<file path="config.mk">
export PLATFORM = sky130hd
export DESIGN_NAME = lsu_bus_adapter
export DESIGN_NICKNAME = d
export VERILOG_FILES = /design/src/rtl/lsu_pkg.sv /design/src/rtl/lsu_load_align.sv /design/src/rtl/lsu_bus_adapter.sv
export SDC_FILE = /design/constraint.sdc
export NUM_CORES = 1
export LEC_CHECK = 0
export CAP_MARGIN = 15
export CORE_MARGIN = 2
export CORE_UTILIZATION = 60
export CTS_CLUSTER_DIAMETER = 150
export CTS_CLUSTER_SIZE = 10
export DETAILED_ROUTE_END_ITERATION = 10
export DONT_BUFFER_PORTS = 1
export PLACE_DENSITY = 0.76
export REMOVE_ABC_BUFFERS = 1
export SYNTH_ARGS = -nofsm -noshare
export SYNTH_HDL_FRONTEND = slang
export SYNTH_SLANG_ARGS = --single-unit
</file>
<file path="constraint.sdc">
create_clock -name clk -period 5.4 [get_ports clk]
set_input_delay 1.62 -clock clk [delete_from_list [all_inputs] [get_ports clk]]
set_output_delay 1.62 -clock clk [all_outputs]
set_load 0.01 [all_outputs]
</file>
<file path="src/rtl/lsu_pkg.sv">
// Shared types for the load/store bus adapter.
//   - FSM state encoding
//   - mem_write and size_load code points from the core
//   - access-size classification and load-code helpers
package lsu_pkg;

  typedef enum logic [1:0] {
    IDLE = 2'b00,
    REQ  = 2'b01,
    WAIT = 2'b10,
    DONE = 2'b11
  } lsu_state_e;

  typedef enum logic [1:0] {
    MW_NONE = 2'b00,
    MW_B    = 2'b01,
    MW_H    = 2'b10,
    MW_W    = 2'b11
  } mem_write_e;

  typedef enum logic [2:0] {
    LD_B  = 3'b000,
    LD_H  = 3'b001,
    LD_W  = 3'b010,
    LD_BU = 3'b100,
    LD_HU = 3'b101
  } size_load_e;

  typedef enum logic [1:0] {
    SZ_B = 2'b00,
    SZ_H = 2'b01,
    SZ_W = 2'b10
  } acc_size_e;

  // Context latched at request time, used when the response returns
  typedef struct packed {
    logic       rd;
    logic [1:0] off;
    logic [2:0] size_load;
  } ld_ctx_t;

  // Undefined load codes carry no alignment constraint; they fail in DONE
  function automatic acc_size_e load_size(input logic [2:0] code);
    acc_size_e sz;
    case (code)
      LD_H, LD_HU: sz = SZ_H;
      LD_W:        sz = SZ_W;
      default:     sz = SZ_B;
    endcase
    return sz;
  endfunction

  function automatic logic load_code_ok(input logic [2:0] code);
    logic ok;
    case (code)
      LD_B, LD_H, LD_W, LD_BU, LD_HU: ok = 1'b1;
      default:                        ok = 1'b0;
    endcase
    return ok;
  endfunction

endpackage

</file>
<file path="src/rtl/lsu_load_align.sv">
// Load data steering: selects byte/half lane of the bus word and extends it.
// Ports:
//   word      - raw 32-bit read word from the bus
//   off       - byte offset of the access within the word
//   size_load - funct3 load code
//   data      - extended result (0 for undefined codes)
//   code_ok   - size_load is a defined load code
module lsu_load_align
  import lsu_pkg::*;
(
  input  logic [31:0] word,
  input  logic [1:0]  off,
  input  logic [2:0]  size_load,
  output logic [31:0] data,
  output logic        code_ok
);

  logic [7:0]  byte_sel;
  logic [15:0] half_sel;

  // Lane select
  always_comb begin
    byte_sel = word[7:0];
    case (off)
      2'd0:    byte_sel = word[7:0];
      2'd1:    byte_sel = word[15:8];
      2'd2:    byte_sel = word[23:16];
      default: byte_sel = word[31:24];
    endcase
    half_sel = off[1] ? word[31:16] : word[15:0];
  end

  // Extension
  always_comb begin
    data    = '0;
    code_ok = load_code_ok(size_load);
    case (size_load)
      LD_B:    data = {{24{byte_sel[7]}}, byte_sel};
      LD_H:    data = {{16{half_sel[15]}}, half_sel};
      LD_W:    data = word;
      LD_BU:   data = {24'd0, byte_sel};
      LD_HU:   data = {16'd0, half_sel};
      default: data = '0;
    endcase
  end

endmodule

</file>
<file path="src/rtl/lsu_bus_adapter.sv">
// Load/store adapter between the single-cycle core and a req/gnt/rvalid bus.
// Ports:
//   clk, reset          - clock, async active-low reset
//   addr, wdata         - effective address and store data from the core
//   mem_write           - 00 none, 01 SB, 10 SH, 11 SW (write beats read)
//   mem_read, size_load - load request and funct3 load code
//   rdata               - extended load data, valid in the DONE cycle
//   stall               - core hold (combinational)
//   err                 - one-cycle misalign / timeout / bad-code pulse (combinational)
//   bus_*               - registered request side, gnt/rvalid/rdata response side
module lsu_bus_adapter
  import lsu_pkg::*;
#(
  parameter int unsigned AW      = 32,
  parameter int unsigned DW      = 32,
  parameter int unsigned TIMEOUT = 255
) (
  input  logic          clk,
  input  logic          reset,
  input  logic [AW-1:0] addr,
  input  logic [DW-1:0] wdata,
  input  logic [1:0]    mem_write,
  input  logic          mem_read,
  input  logic [2:0]    size_load,
  output logic [DW-1:0] rdata,
  output logic          stall,
  output logic          err,
  output logic          bus_req,
  output logic          bus_we,
  output logic [AW-1:0] bus_addr,
  output logic [3:0]    bus_be,
  output logic [DW-1:0] bus_wdata,
  input  logic          bus_gnt,
  input  logic          bus_rvalid,
  input  logic [DW-1:0] bus_rdata
);

  localparam int unsigned CW = $clog2(TIMEOUT + 1);

  lsu_state_e state_q, state_d;
  logic [CW-1:0] cnt_q;
  ld_ctx_t       ctx_q;
  logic          done_err_q;

  logic          wr_acc, acc, misalign, timeout_hit;
  acc_size_e     acc_size;
  logic [3:0]    be_c;
  logic [DW-1:0] wdata_c;
  logic [31:0]   ld_data;
  logic          ld_ok;

  logic stall_c, err_c, start, respond, abort, drop_req;

  // Access classification, byte enables and store-lane replication
  always_comb begin
    wr_acc   = (mem_write != MW_NONE);
    acc      = wr_acc | mem_read;
    acc_size = load_size(size_load);
    be_c     = 4'b1111;
    wdata_c  = wdata;
    if (wr_acc) begin
      case (mem_write)
        MW_B: begin
          acc_size = SZ_B;
          be_c     = 4'b0001 << addr[1:0];
          wdata_c  = {4{wdata[7:0]}};
        end
        MW_H: begin
          acc_size = SZ_H;
          be_c     = 4'b0011 << addr[1:0];
          wdata_c  = {2{wdata[15:0]}};
        end
        default: begin
          acc_size = SZ_W;
          be_c     = 4'b1111;
          wdata_c  = wdata;
        end
      endcase
    end
    misalign = ((acc_size == SZ_H) && addr[0]) ||
               ((acc_size == SZ_W) && (addr[1:0] != 2'b00));
  end

  assign timeout_hit = (cnt_q == CW'(TIMEOUT - 1));

  // FSM next-state and control strobes
  always_comb begin
    state_d  = state_q;
    stall_c  = 1'b0;
    err_c    = 1'b0;
    start    = 1'b0;
    respond  = 1'b0;
    abort    = 1'b0;
    drop_req = 1'b0;
    case (state_q)
      IDLE: begin
        if (acc) begin
          if (misalign) begin
            err_c = 1'b1;
          end else begin
            stall_c = 1'b1;
            start   = 1'b1;
            state_d = REQ;
          end
        end
      end
      REQ: begin
        stall_c = 1'b1;
        if (bus_gnt && bus_rvalid) begin
          respond  = 1'b1;
          drop_req = 1'b1;
          state_d  = DONE;
        end else if (timeout_hit) begin
          abort    = 1'b1;
          drop_req = 1'b1;
          state_d  = DONE;
        end else if (bus_gnt) begin
          drop_req = 1'b1;
          state_d  = WAIT;
        end
      end
      WAIT: begin
        stall_c = 1'b1;
        if (bus_rvalid) begin
          respond = 1'b1;
          state_d = DONE;
        end else if (timeout_hit) begin
          abort   = 1'b1;
          state_d = DONE;
        end
      end
      DONE: begin
        err_c   = done_err_q;
        state_d = IDLE;
      end
      default: state_d = IDLE;
    endcase
  end

  // Combinational outputs are forced low while reset is asserted
  assign stall = reset & stall_c;
  assign err   = reset & err_c;

  always_ff @(posedge clk or negedge reset) begin
    if (!reset) state_q <= IDLE;
    else        state_q <= state_d;
  end

  // Access timeout counter
  always_ff @(posedge clk or negedge reset) begin
    if (!reset) begin
      cnt_q <= '0;
    end else if (state_q == IDLE) begin
      cnt_q <= '0;
    end else if ((state_q == REQ) || (state_q == WAIT)) begin
      cnt_q <= cnt_q + CW'(1);
    end
  end

  lsu_load_align u_load_align (
    .word      (bus_rdata),
    .off       (ctx_q.off),
    .size_load (ctx_q.size_load),
    .data      (ld_data),
    .code_ok   (ld_ok)
  );

  // Request registers and response capture
  always_ff @(posedge clk or negedge reset) begin
    if (!reset) begin
      bus_req    <= 1'b0;
      bus_we     <= 1'b0;
      bus_addr   <= '0;
      bus_be     <= '0;
      bus_wdata  <= '0;
      rdata      <= '0;
      ctx_q      <= '0;
      done_err_q <= 1'b0;
    end else begin
      if (start) begin
        bus_req         <= 1'b1;
        bus_we          <= wr_acc;
        bus_addr        <= {addr[AW-1:2], 2'b00};
        bus_be          <= be_c;
        bus_wdata       <= wdata_c;
        ctx_q.rd        <= ~wr_acc;
        ctx_q.off       <= addr[1:0];
        ctx_q.size_load <= size_load;
      end else if (drop_req) begin
        bus_req <= 1'b0;
      end

      if (respond) begin
        rdata      <= (ctx_q.rd && ld_ok) ? DW'(ld_data) : '0;
        done_err_q <= ctx_q.rd & ~ld_ok;
      end else if (abort) begin
        rdata      <= '0;
        done_err_q <= 1'b1;
      end else if (state_q == DONE) begin
        rdata      <= '0;
        done_err_q <= 1'b0;
      end
    end
  end

endmodule

</file>
# Word-level counts from Yosys, hierarchy flattened
# Cells that the tools add are included.
# op_classes
mux	48
n_addsub	1
n_eq_ne	21
shift	2
reduce_logical	18
bitwise_logic	6
# op_table
op	count
$mux W32	5
$pmux W32 S5	1
$pmux W32 S2	1
$pmux W8 S3	1
$mux W1	20
$mux W16	1
$mux W2	8
$mux W8	2
$eq A2 B2 Y1 const B	5
$eq A3 B3 Y1 const B	3
$add A8 B1 Y8 const B	1
$eq A2 B1 Y1 const B	4
$eq A8 B8 Y1 const B	1
$pmux W1 S2	4
$pmux W2 S2	2
$pmux W2 S4	1
$pmux W4 S2	1
$reduce_bool A2 Y1	4
$eq A3 B1 Y1 const B	2
$eq A3 B2 Y1 const B	2
$reduce_or A5 Y1	1
$logic_and A1 B1 Y1	4
$logic_not A2 Y1	2
$mux W4	1
other kinds (13)	19
# word_totals
output_inout_bits	104
word_cells	108
in_bits	106
regBits	117

# Depth between registers and ports, before layout
# depth
depth_word	11
depth_mapped	10
mapped_depth_nobuf	7

# Cells and area by module
# A second synthesis with hierarchy kept.
# hier_totals
cells_unflattened	544
area_unflattened_um2	6567.5
# modules_own_cells
mod	cells_per_inst	instances	seq_area_each_um2	area_per_inst_um2
lsu_bus_adapter	413	1	2927.8	5492.8
lsu_load_align	131	1	0.0	1074.8

# Worst setup path after synthesis
# Ideal clock, no wire load.
# synth_timing
path_kind	in2out
startpoint	in mem_write[0]
endpoint	out err
cell_stages	7
t_required_ps	3780
n_path_buf	0
setup_slack_ps	835
arrival_time_ps	2945
path_cell_list	inv_1 -> ha_1 -> nor4bb_1 -> o21a_1 -> a31o_2 -> a32oi_1 -> nor3b_1
# synth_via
elab_chain_len	10
elab_cells_between_ends	15
classes_between	eq/ne: 4; mux: 5; bitwise: 2; reduce/logical: 4
# synth_lines
element	line_no	source
start: declaration	lsu_bus_adapter.sv:22	input logic [1:0] mem_write,
$eq A2 B2 Y1 or $eq A2 B1 Y1 (tied branches)	lsu_bus_adapter.sv:62	case (mem_write)
$pmux W2 S2	lsu_bus_adapter.sv:62	
$mux W2	lsu_bus_adapter.sv:61	if (wr_acc) begin
$eq A2 B1 Y1 or $eq A2 B2 Y1 (tied branches)	lsu_bus_adapter.sv:80, lsu_bus_adapter.sv:81	
$logic_and A1 B1 Y1, on equally long branches	lsu_bus_adapter.sv:80, lsu_bus_adapter.sv:81	
$logic_or A1 B1 Y1	lsu_bus_adapter.sv:80	misalign = ((acc_size == SZ_H) && addr[0]) ||
$mux W1	lsu_bus_adapter.sv:98	if (misalign) begin
$mux W1 (*)	lsu_bus_adapter.sv:97	if (acc) begin
$pmux W1 S2 (*)	lsu_bus_adapter.sv:95	case (state_q)
$and A1 B1 Y1 (*)	lsu_bus_adapter.sv:142	assign err = reset & err_c;
end: declaration	lsu_bus_adapter.sv:27	output logic err,
# Mark *: on every way between the ends. The rest lies on a longest branch, timed or not.

# Worst setup path after layout
# Ends and elaborated chain as after synthesis.

==> impl_metrics.py <==
metrics = {
    "run_status": {
        "status": "completed",
    },
    "synth": {
        "syn_area_sq_um": 5590,
        "synth_top_area_frac": 0.524,
        "async_reset_ff_frac": 1.00,
        "synth_cell_types": 52,
        "synth_cells": 570,
        "synth_edf_count": 0,
        "ys.flop_type": "dfrtp_1",
        "synth-seq-cells": 117,
        "yosys-top-cells-area": "dfrtp_1 52%, nand2_1 11%, o2bb2ai_1 5.0%",
        "ys_seq_area_frac": 0.524,
        "syn_area_per_cell_sq_um": 9.80,
        "yosys_warnings": 0,
        "yosys.area.top_type": "dfrtp_1",
    },
    "place": {
        "globalplace.congestion": 0.795,
        "detailedPlace.worstSlack_ns": 0.592,
        "port_buffers": 0,
        "dp_hpwl_um": 9230,
    },
    "global_route": {
        "grt_start_max_net_pins": 120,
        "grt_usage": 0.274,
        "antenna_found_initial": 0,
        "grt_pass1_vias": 4347,
        "overflow": 0,
        "grt_pass1_wl_um": 21600,
    },
    "critical_path": {
        "path_cells": "inv_1, ha_1, nor4bb_1, o21a_1, a31o_2, a32oi_1, nor3b_1",
        "required_ns": 3.78,
        "worstSetupPathType": "in -> out",
        "cp-startpoint": "mem_write[0]",
        "r2r-start": "state_q[0]$_DFFE_PN0P_",
        "cp_slowest_stage_delay_ns": 0.39,
        "timing.critical_path.to_type": "primary output",
        "path_buf_inv": 1,
        "crit_arrival_ns": 3.18,
        "crit_path_max_fanout": 9,
        "slowest_stage": "nor3b_1",
        "start_kind": "input port",
        "crit_family": "simple AND/OR/NAND/NOR gates",
    },
    "die": {
        "die_area_sq_um": 10100,
        "die_w_um": 100,
        "core_area_sq_um": 9150,
        "placement_rows": 35,
        "die_h_um": 100,
        "ios": 210,
        "start_util": 0.610,
    },
    "layout": {
        "drive_gt1_frac": 0.105,
        "fill_cells": 691,
        "area_delta_synth_final_pct": 11.5,
        "register_area_sq_um": 2930,
        "layout_commonest_cell": "nand2_1",
        "layout_common_cells": "171 x nand2_1, 117 x dfrtp_1, 32 x o2bb2ai_1, 29 x nor2_1, 25 x a21oi_1",
        "postLayoutCoreUtil": 0.681,
        "multiInputGateArea_sq_um": 2420,
        "finalNetCount": 673,
        "antenna_cells": 0,
    },
    "sta": {
        "fmax_mhz": 208,
        "slew_headroom": 0.362,
        "worst_pin_slew_ns": 0.957,
        "clock_skew_ns": 0.00812,
        "rsz0062_at_grt": "no",
        "setup_slack_ns": 0.599,
        "fin_crit_ns": 4.80,
        "finalHoldViolCount": 0,
        "setup-tns-final_ns": 0,
        "maxSlewViolCount": 0,
        "post-route-period-util": 0.889,
        "setup-violations-final": 0,
    },
    "detailed_routing": {
        "avgRoutedWirePerCell_um": 20.4,
        "post-route-drc-count": 0,
        "routed_wl_um": 13900,
        "avgViaCountPerCell": 6.33,
        "ant_nets": 0,
        "first_pass_iters": 4,
        "via_count": 4320,
        "dr.first_iter.drc_count": 235,
    },
    "clock_network": {
        "clockBufferDepth": 2,
        "root_buffer": "clkbuf_8",
        "cts_hold_buffers": 0,
        "numCtsBuffers": 17,
        "htreeDepth": 4,
        "cts_resized": 0,
        "cts_tree": "done",
        "cts.reportedPaths.clkPinSlew_ns": 0.05,
        "insertion_delay_ns": 0.50,
        "clkSinkCount": 117,
        "post_cts_buffers": 0,
    },
    "pwr": {
        "pwr-share-seq": 0.422,
        "leakage_nw": 2.85,
        "clockPowerShare": 0.288,
        "pwr_density_cell_nw_per_um2": 628,
        "internal-power_mw": 2.39,
        "power_switching_mw": 1.52,
        "switching_share": 0.389,
        "combPwrFrac": 0.289,
        "ir_drop_uv": 353,
    },
    "run": {
        "cap_violations": 0,
    },
    "worst_hold_path": {
        "holdCritStartpoint": "ctx_q[5]$_DFFE_PN0P_",
        "hp-class": "reg -> reg",
    },
}
-- sequential cells by signal, indices dropped and copies added (netlist names) --
signal,flops
state_q,2
bus_addr,30
rdata,32
done_err_q,1
bus_be,4
bus_wdata,32
ctx_q,6
bus_we,1
bus_req,1
cnt_q,8
-- power by group through the flow --
stage | Clock [mW] | Sequential, mW | Combinational [mW]
4_1_cts | 1.15 | 1.66 | 1.11
3_5_place_dp | 0 | 1.66 | 1.11
3_3_place_gp | 0 | 1.65 | 1.05
6_report | 1.13 | 1.65 | 1.13
5_1_grt | 1.19 | 1.70 | 1.28
2_1_floorplan | 0 | 1.56 | 0.868
-- cell type report --
type | count | area share
clock buffers | 18 | 0.0687
clock inverters | 14 | 0.0283
inverters | 10 | 0.00602
multi-input cells | 403 | 0.389
flip-flops and latches | 117 | 0.470
well taps | 111 | 0.0223
repair buffers | 9 | 0.0159
-- per-layer routing --
layer,vias to the layer above,track usage,wire [um]
li1,1993,-,-
met1,2094,0.333,5190
met2,214,0.451,7050
met3,19,0.107,1460
met4,0,0.0906,211
met5,-,0,0
-- Yosys cell counts (2+ instances only) --
cell type	n
a211oi_1	2
a221oi_1	16
or3_1	2
nor3_1	6
o21a_1	2
xor2_1	3
buf_6	3
clkbuf_1	20
a21oi_1	25
buf_1	2
nor2b_1	4
o31ai_1	17
inv_1	10
a31oi_1	3
a222oi_1	7
nand3_1	5
nor2_1	30
o21ai_0	21
buf_2	8
dfrtp_1	117
buf_4	8
nand2_1	171
nand2b_1	5
ha_1	9
o2bb2ai_1	32
mux2_2	2
a22oi_1	8
mux4_2	8
-- stage by stage --
stage	hold WS, ns	area [sq um]	power [mW]	instances
2_1_floorplan	0.468	5370	2.42	530
3_3_place_gp	0.500	5570	2.70	647
3_5_place_dp	0.510	5570	2.77	647
4_1_cts	0.523	6180	3.91	679
5_1_grt	0.564	6230	4.17	682
6_report	0.525	6230	3.92	682
-- worst min-delay path: stages (launching register included) --
cell and delay [ns]:
dfrtp_1 0.37, nand2_1 0.06, nand2_1 0.06
-- cell families after synthesis --
| family | count (synthesis) | share of synthesized area |
|---|---|---|
| and+or+nand+nor | 232 | 0.170 |
| AOI/OAI and AO/OA | 145 | 0.195 |
| DFF | 117 | 0.524 |
| buffers and inverters | 51 | 0.0455 |
| muxes | 11 | 0.0381 |
| adders and majority gates | 9 | 0.0202 |
| xor gates and xnor gates | 4 | 0.00627 |
| other | 1 | 0.000671 |
-- final timing paths --
path                            slack [ns]                        end  cells past startpoint
worst max-delay path                  0.60                        err                      7
worst min register to register        0.53       ctx_q[5]$_DFFE_PN0P_                      2
worst min-delay path                  0.53       ctx_q[5]$_DFFE_PN0P_                      2
max in group asynchronous             4.42       rdata[2]$_DFFE_PN0P_                      0
worst max register to register        2.86  bus_wdata[26]$_DFFE_PN0P_                      6
min in group asynchronous             0.81        bus_req$_DFFE_PN0P_                      0
No activity file was read; power rests on OpenSTA's default activity.
